<file path="src/rtl/fp_sub_pkg.sv">
// fp_sub_pkg: FSM states and single-precision field widths shared by fp_sub_iter.
package fp_sub_pkg;
  localparam int EXP_W = 8;
  localparam int FRAC_W = 23;
  localparam logic [EXP_W-1:0] EXP_MAX = 8'd255;
  typedef enum logic [2:0] {IDLE, ALIGN, ADDSUB, NORM, DONE} state_t;
endpackage

</file>
<file path="src/rtl/fp_align_shift.sv">
// fp_align_shift: one-cycle mantissa right shifter, saturating to zero at 24 or more.
module fp_align_shift
  import fp_sub_pkg::*;
(
  input  logic [FRAC_W:0]  val,
  input  logic [EXP_W-1:0] sh,
  output logic [FRAC_W:0]  res
);
  assign res = (sh >= 8'(FRAC_W + 1)) ? '0 : val >> sh;
endmodule

</file>
<file path="src/rtl/fp_sub_iter.sv">
// fp_sub_iter: iterative IEEE-754 single subtractor (a - b), truncating, no subnormals.
module fp_sub_iter
  import fp_sub_pkg::*;
(
  input  logic        clk,
  input  logic        rst_n,
  input  logic        in_valid,
  output logic        in_ready,
  input  logic [31:0] a,
  input  logic [31:0] b,
  output logic        out_valid,
  input  logic        out_ready,
  output logic [31:0] diff
);
  state_t state, state_nx;
  logic [31:0] a_r, b_r, diff_r, zero_res;
  logic sign_r, add_r, a_big, zero_in, carry, low, ovf, unf;
  logic [EXP_W-1:0] exp_r;
  logic [FRAC_W:0] mh_r, ml_r, ml_sh;
  logic [FRAC_W+1:0] m_r, sum;
  logic [30:0] hi, lo;
  assign in_ready = state == IDLE;
  assign out_valid = state == DONE;
  assign diff = diff_r;
  assign zero_in = a[30:0] == '0 || b[30:0] == '0;
  assign zero_res = a[30:0] == '0 ? {~b[31], b[30:0]} : a;
  // b_r already carries the inverted sign, so both operands are added terms
  assign a_big = a_r[30:0] >= b_r[30:0];
  assign hi = a_big ? a_r[30:0] : b_r[30:0];
  assign lo = a_big ? b_r[30:0] : a_r[30:0];
  fp_align_shift u_shift (
    .val({1'b1, lo[FRAC_W-1:0]}),
    .sh(hi[30:FRAC_W] - lo[30:FRAC_W]),
    .res(ml_sh)
  );
  assign sum = add_r ? {1'b0, mh_r} + {1'b0, ml_r} : {1'b0, mh_r} - {1'b0, ml_r};
  assign ovf = exp_r == EXP_MAX;
  assign unf = exp_r == '0;
  assign carry = m_r[FRAC_W+1];
  assign low = !m_r[FRAC_W];
  always_ff @(posedge clk or negedge rst_n)
    if (!rst_n) state <= IDLE;
    else state <= state_nx;
  always_comb begin
    state_nx = state;
    case (state)
      IDLE:    state_nx = in_valid ? (zero_in ? DONE : ALIGN) : IDLE;
      ALIGN:   state_nx = ADDSUB;
      ADDSUB:  state_nx = sum == '0 ? DONE : NORM;
      NORM:    state_nx = (ovf || unf || !(carry || low)) ? DONE : NORM;
      DONE:    state_nx = out_ready ? IDLE : DONE;
      default: state_nx = IDLE;
    endcase
  end
  always_ff @(posedge clk or negedge rst_n) begin
    if (!rst_n) begin
      a_r <= '0;
      b_r <= '0;
      diff_r <= '0;
      sign_r <= 1'b0;
      add_r <= 1'b0;
      exp_r <= '0;
      mh_r <= '0;
      ml_r <= '0;
      m_r <= '0;
    end else begin
      case (state)
        IDLE: if (in_valid) begin
          a_r <= a;
          b_r <= {~b[31], b[30:0]};
          if (zero_in) diff_r <= zero_res;
        end
        ALIGN: begin
          sign_r <= a_big ? a_r[31] : b_r[31];
          add_r <= a_r[31] == b_r[31];
          exp_r <= hi[30:FRAC_W];
          mh_r <= {1'b1, hi[FRAC_W-1:0]};
          ml_r <= ml_sh;
        end
        ADDSUB: begin
          m_r <= sum;
          if (sum == '0) diff_r <= '0;
        end
        // exponent limits are checked one cycle after the shift that reached them
        NORM: begin
          if (ovf) diff_r <= {sign_r, EXP_MAX, {FRAC_W{1'b0}}};
          else if (unf) diff_r <= '0;
          else if (carry) begin
            m_r <= m_r >> 1;
            exp_r <= exp_r + 1'b1;
          end else if (low) begin
            m_r <= m_r << 1;
            exp_r <= exp_r - 1'b1;
          end else diff_r <= {sign_r, exp_r, m_r[FRAC_W-1:0]};
        end
        default: ;
      endcase
    end
  end
endmodule

</file>
<file path="config.mk">
export PLATFORM = sky130hd
export DESIGN_NAME = fp_sub_iter
export DESIGN_NICKNAME = d
export VERILOG_FILES = /design/src/rtl/fp_sub_pkg.sv /design/src/rtl/fp_align_shift.sv /design/src/rtl/fp_sub_iter.sv
export SDC_FILE = /design/constraint.sdc
export NUM_CORES = 1
export LEC_CHECK = 0
export BUFFER_PORTS_ARGS = -buffer_cell sky130_fd_sc_hd__buf_2
export CORE_MARGIN = 2
export CORE_UTILIZATION = 56
export DETAILED_ROUTE_END_ITERATION = 10
export GPL_TIMING_DRIVEN = 0
export PLACE_DENSITY_LB_ADDON = 0.15
export SKIP_CTS_REPAIR_TIMING = 1
export SLEW_MARGIN = 5
export SYNTH_ARGS = -nofsm -noshare
export SYNTH_HDL_FRONTEND = slang
export SYNTH_SLANG_ARGS = --single-unit
</file>
<file path="constraint.sdc">
create_clock -name clk -period 5.15 [get_ports clk]
set_input_delay 0.2575 -clock clk [delete_from_list [all_inputs] [get_ports clk]]
set_output_delay 0.2575 -clock clk [all_outputs]
set_load 0.005 [all_outputs]
</file>
==> flow_results.org, run 1 <==
** Routing
- After detailed routing, the average wire length per cell comes to around 23 microns.
- The first routing iteration left 1,119 violations.
- Antenna-violating nets left :: 0
- Using the TritonRoute via totals, the vias-per-cell ratio works out to about 6.4.
- Vias :: ~12,000
- For this run, the detailed router's first-pass iteration total came to 8.
- # DRC :: 0
- Wires add up to around 44,000 microns.

** Synthesis
- In this run, distinct cell masters in the synthesized netlist total 67.
- Mapped cell area :: ~13,000 sq um
- Top post-synthesis cells by area :: dfrtp_1 (36%), nand2_1 (8.4%), ha_1 (6.2%)
- Yosys instantiated no cell more often than nand2_1.
- The most used flip-flop cell after synthesis is dfrtp_1.
- Fraction of registers with async set or reset after synthesis :: 100.0%
- Sequential area share after synthesis :: between 30% and 40%
- Post-synth top area share :: around 36%
- Yosys mapped a number of flops with a built-in enable equal to 0.
- Post-synthesis net count :: around 1,600
- The Yosys step of the flow raised 0 warnings.
- Simple-gate share of the synthesized area :: between 10% and 20%
- By area, the combinational part of the netlist is dominated by compound AO/OA/AOI/OAI gates.
- Post-Synthesis Cells :: around 1,500
- In this run the mean area of a mapped cell was about 9 sq um.
- In the synthesized netlist, the cells that appear most often are nand2_1 (286), dfrtp_1 (182), o21ai_0 (153).
- The synthesized netlist devotes a little under 20% of its cell area to compound gates.
- Xor-xnor portion of the synthesized cell area :: under 10%
- In the synthesized netlist, mux cells make up a little over an eighth of the area.
- The synthesized design contains 182 register bits.
- dfrtp_1 takes more of the synthesized area than any other cell.
- Area share of fa/ha/maj cells after synthesis :: 6.488%

** Floorplanning
- The core region is 22,500 sq um.
- In this run the count of I/O pins placed on the die edge is 102.
- Total Die Area :: about 24,000 sq um
- Initial core utilization :: between 50% and 60%
- The floorplan step set the die height to approximately 150 microns.
- The floorplan step set the die width to around 150 microns.
- Num rows :: between 50 and 60

** Layout
- Counting the fill cells in the layout gives between 1,500 and 2,000.
- Post-route core utilization :: ~66%
- Post-Layout Cell Count :: between 1,500 and 2,000
- Compared with the post-synthesis result, the final layout area differs by 17.16%.
- Once layout is done, the placed cells without fillers occupy around 15,000 sq um.
- Final-stage net count :: 1,742
- Of the cells placed in the final design, the portion with a size suffix greater than 1 is a little under a fifth.

** Global routing
- The total overflow left after global routing is 0.
- The number of global-route vias before repair is between 10,000 and 15,000.
- Global routing consumed, over all layers together, 35.87% of the routing resources.
- The number of antenna violations at the first check in global routing was 1.
- Global-route wire length before repair :: 65,650 microns
- Entering global routing, the biggest net connects 89 pins.

** Clock tree
- Counting the buffers created by CTS gives 17.
- H-Tree Depth :: 4
- Clock tree root buffer cell :: clkbuf_16
- For this design, the sink count on the clock tree is ~180.
- TritonCTS built the clock tree.
- The longest clock path from root to sink contains 2 buffers.
- The clock reaches the later pin of the worst-skew pair after roughly 460 ps.
- Reg clk slew, reported paths :: 90 ps

** Timing
- Unrepaired setup endpoints after global routing :: true
- Count of final hold-check violations :: 0
- Number of setup violations in the final report :: 25
- Slew of the pin with the lowest slew margin :: between 900 and 1000 ps
- Slew headroom :: between 30% and 40%
- Final Skew :: about 18 ps
- In the finished design, the share of the clock period the worst path needs comes to 100.4%.
- Final total negative setup slack :: -296.3 ps
- Counting I/O delays and the setup requirement, the final critical path takes between 5000 and 6000 ps.
- After layout, the worst setup slack is -22.69 ps.
- The max-slew violation total from the final report is 0.
- Highest clock rate :: 193.3 MHz

** Place
- Once detailed placement completed, the half-perimeter wirelength came to 33,250 microns.
- The count of buffers added on input and output ports is 101.
- Post-placement cell count :: between 1,500 and 2,000
- Once placement finished, the instance area stood at around 14,000 sq um.
- Final RePlAce weighted congestion :: about 1.0

** Outcome
- Violated checks :: negative setup slack
- Run status :: finished with violations

** Critical path
- The worst setup path is captured at a flip-flop.
- Maximum net fanout on the critical path :: 6
- STA classifies the critical path startpoint as a flip-flop.
- Worst endpoint data arrival time :: around 5500 ps
- Data on the critical path is required at its endpoint by 5500 ps.
- Setup Crit Path Kind :: flip-flop to flip-flop

** Run
- Max-cap violations in this run came to 0.

** Worst hold path
- Worst hold path class :: input pin to flip-flop
layout make-up:
| class | instances | area (sq um) | share of cell area, % |
|---|---|---|---|
| Antenna cell | 1 | 2.502 | 0.01673 |
| Buffer | 82 | 417.9 | 2.794 |
| Clock buffer | 17 | 425.4 | 2.844 |
| Clock inverter | 15 | 198.9 | 1.330 |
| Inverter | 56 | 215.2 | 1.439 |
| Multi-Input combinational cell | 1132 | 7914 | 52.91 |
| Sequential cell | 182 | 4558 | 30.47 |
| Tap cell | 285 | 356.6 | 2.384 |
| Timing Repair Buffer | 138 | 869.6 | 5.813 |
path summary, 6_finish.rpt:
kind                             to  startpoint  cells after the start  slack [ps]
setup / recovery           diff[21]     ml_r[7]                     23         -20
hold reg to reg            mh_r[23]    mh_r[23]                      1         490
min in group asynchronous  mh_r[22]       rst_n                      2         230
hold / removal              a_r[28]       a[28]                      3          20
max in group asynchronous   a_r[26]       rst_n                      4        3830
setup reg to reg           diff[21]     ml_r[7]                     23         -20
sequential cells by signal, summed over array words and instances, names as in the netlist:
signal	count
sign_r	1
mh_r	24
a_r	32
m_r	25
state	3
ml_r	24
b_r	32
diff	32
add_r	1
exp_r	8
per-layer routing:
layer | vias to the layer above | share of wire, % | track usage [%]
met3 | 121 | 9.1 | 7.855
met1 | 5898 | 40 | 47.67
met2 | 656 | 46 | 57.35
met5 | - | 0 | 0
met4 | 0 | 4.4 | 14.59
li1 | 5529 | - | -
kinds of logic after synthesis:
| kind of cell | after synthesis |
|---|---|
| AO/OA/AOI/OAI | 403 |
| XOR/XNOR | 58 |
| adder cells (fa/ha/maj) | 65 |
| buffers and inverters | 139 |
| flip-flops | 182 |
| multiplexers | 125 |
| AND/OR/NAND/NOR | 481 |
through the flow:
stage          setup slack (ps)  hold slack [ps]
2_1_floorplan             40.04           -38.09
3_3_place_gp             -888.9            468.3
3_5_place_dp             -961.5            129.7
4_1_cts                   -1008           -343.4
5_1_grt                  -124.2            36.38
6_report                 -22.69            19.08
critical path, cell delays in order (launching register included):
cell and delay [ps]:
dfrtp_1 420, or4_4 550, or3_4 400, nor4_4 280
nand2_2 110, nor2_1 140, nand2_2 100, nor3_2 130
nor2_1 70, xor2_1 260, ha_4 260, a21o_1 200
a211oi_2 260, a21oi_2 100, nor2b_4 140, nand2_1 90
nand3_2 100, xnor2_2 180, nand4_1 200, nor4_4 300
o211ai_4 130, buf_12 180, clkbuf_16 160, mux2_4 290
cells in the final DEF (no fill, tap or decap), types with 9 or more instances in the layout:
master	synthesis	layout
nor4_1	19	18
a31oi_1	17	17
nor3_1	26	24
inv_1	55	55
mux2_2	12	12
xnor2_1	30	26
nand2_1	286	284
clkbuf_1	66	59
o21bai_1	9	9
o21ai_1	7	11
o221ai_1	10	10
nor2b_1	11	10
mux2i_1	59	58
buf_4	0	32
clkbuf_16	0	18
mux4_2	23	23
a221o_1	19	19
a21oi_1	100	94
nor2_1	69	68
nand2b_1	12	12
ha_1	63	58
dfrtp_1	182	179
o21ai_0	153	148
a221oi_1	9	9
buf_2	8	104
xor2_1	28	27
nand3_1	15	12
mux2_4	31	31
a21o_1	19	19
nand4_1	12	12
Power of run 1 is left out: the tool's default activity adds up to more than one toggle a clock period on the data nets, which glitch-free logic cannot reach.
==> run 2: changes to the inputs <==
Settings changed: SETUP_SLACK_MARGIN from default to 0.3.
==> flow_results.org, run 2 (synthesis results as in run 1) <==
** Layout
- Filler cell count :: 1,859
- Commonest cells after routing, fill and taps aside :: nand2_1 (283), dfrtp_1 (177), o21ai_0 (149)
- Layout cells sized above 1 :: 21.07%
- Most common cell after layout, fill and taps aside :: nand2_1
- Post-Layout Cell Count :: 1,928
- At the end of the flow, the number of nets in the layout was between 1,500 and 2,000.
- From synthesis to final layout, the design area changed by 19.36%.

** Critical path
- The worst setup path is captured at a flip-flop.
- The startpoint identified for the worst register-to-register timing path is ml_r[7].
- At the worst endpoint, the arrival time is 5580 ps.
- The worst register-to-register path ends at diff[24].
- Setup Crit Path Kind :: flip-flop to flip-flop
- STA classifies the critical path startpoint as a flip-flop.
- At the worst endpoint, the required time is approximately 5500 ps.
- The critical path starts at ml_r[7].
- Of all nets on the critical path, the largest fanout is 7.
- Cell depth of the worst flop-to-flop path :: 16
- Register-to-register path setup slack :: -100 ps
- Endpoint of the worst setup timing path :: diff[24]

** Floorplanning
- From left edge to right edge, the die measures approximately 150 microns.
- Placeable core region :: ~23,000 sq um
- For this configuration, the core starts out at a cell density of a little under three fifths.
- Num rows :: between 50 and 60
- Measured along the y axis, the die boundary spans ~150 microns.
- The die covers approximately 24,000 sq um.
- In this run the count of I/O pins placed on the die edge is just over 100.

** Timing
- Setup violations remaining at the end of the flow were counted as 32.
- Count of final hold-check violations :: 0
- Headroom to the max-slew limit came out at 34.41%.
- Unrepaired setup endpoints after global routing :: true
- Ratio of final minimum period to clock period :: 101.9%
- Slew of the pin with the lowest slew margin :: just under 1000 ps
- Timing would allow up to about 190 MHz.
- For the finished layout, the period the worst path requires is around 5200 ps.
- The max-slew violation total from the final report was 0.
- Final Skew :: around 23 ps
- Final critical-path setup slack :: -96.46 ps

** Global routing
- Global Route Usage Sum :: about 35%
- The first global-routing pass estimated about 65,000 microns of wire.
- Initial antenna violation count :: 0
- The number of global-route vias before repair came to between 10,000 and 15,000.
- Remaining global-route overflow :: 0
- Pin count of the biggest net entering global routing :: 107

** Place
- Routability-driven placement finished with a final weighted congestion of 1.006.
- DP HPWL :: roughly 33,000 microns
- At the placement stage, the worst setup path has a slack of -817.8 ps.
- Number of I/O port buffers :: 101
- Post-placement cell count :: about 1,800

** Outcome
- The run finished, with violations left.
- Violated checks :: negative setup slack

** Routing
- Detail-routed net length per standard cell :: 22.42 microns
- Antenna-violating nets left :: 0
- The pre-antenna-repair detailed-routing pass consisted of 6 iterations.
- The detailed router finished its first iteration with 1,074 violations.
- Final routed wirelength across all metal layers :: about 43,000 microns
- In the routed design, unresolved DRC markers number 0.
- In the routed layout, each cell is associated on average with a via count of between 6 and 7.
- The routed layout has around 12,000 vias.

** Clock tree
- H-Tree Depth :: 4
- Clock-pin slew was measured on the worst setup and hold paths at around 80 ps.
- Number of buffers inserted during clock tree synthesis :: 17
- Clock tree root buffer cell :: clkbuf_16
- Clock Path Buffers :: 2
- For the worst-skew pair, the clock arrives at the later sink with an insertion delay of 450 ps.
- Clock tree from TritonCTS :: yes
- For this design, the sink count on the clock tree is 182.

** Worst hold path
- The path class of the tightest hold or removal check is input pin to flip-flop.

** Run
- The tool flagged a number of max-cap violations equal to 0.
[run 2: cell types whose count changed in the layout (fill, tap and decap cells not counted), sizes merged]
cell	change
inv	+3
clkinvlp	+1
buf	+19
clkinv	-3
[run 2: metal layers]
layer,vias to the layer above,track usage [%],routed length (microns)
li1,5571,-,-
met1,6028,46.95,17360
met2,679,56.40,20150
met3,133,7.855,3877
met4,0,14.64,1849
met5,-,0,0
[run 2: final cells by class]
cell class	count	area, sq um	share of cell area, %
inverters	56	222.7	1.461
clock inverters	15	177.7	1.166
repair buffers	156	997.2	6.544
plain buffers	83	479.2	3.145
diodes	1	2.502	0.01642
clock buffers	17	425.4	2.791
multi-input cells	1132	8009	52.55
flip-flops and latches	182	4561	29.93
well taps	285	356.6	2.340
repair inverters	1	8.758	0.05747
[run 2: worst min path at each step]
stage	startpoint	cells after the start	end	slack [ps]
3_3_place_gp	mh_r[23]	1	mh_r[23]	470
4_1_cts	rst_n	1	mh_r[22]	-110
2_1_floorplan	rst_n	0	a_r[0]	-40
3_5_place_dp	rst_n	1	mh_r[22]	370
6_report	a[31]	3	a_r[31]	20
5_1_grt	a[29]	3	a_r[29]	40
[run 2: stage by stage]
step	util [%]	area [sq um]	hold WS [ps]	TNS (ps)
floorplan	-	12780	-38.09	0
global placement	60.63	13640	470.8	-37450
detailed placement	60.80	13680	365.7	-40650
CTS	63.48	14280	-113.5	-41300
global route	67.71	15240	38.03	-8299
finish	67.72	15240	21.11	-2507
[run 2: worst max-delay path: stages (launching register included)]
cell and delay (ps):
dfrtp_1 400, or4_4 540, or3_4 420, nor4_4 340, a21oi_1 140, xnor2_1 160, ha_1 370, nand3_1 210
nor2_4 200, a21oi_2 110, o21bai_1 190, xor2_1 140, or4b_2 710, nor4_4 410, o211ai_4 260, clkbuf_16 260
mux2_4 290
Power of run 2 is left out for the same reason.
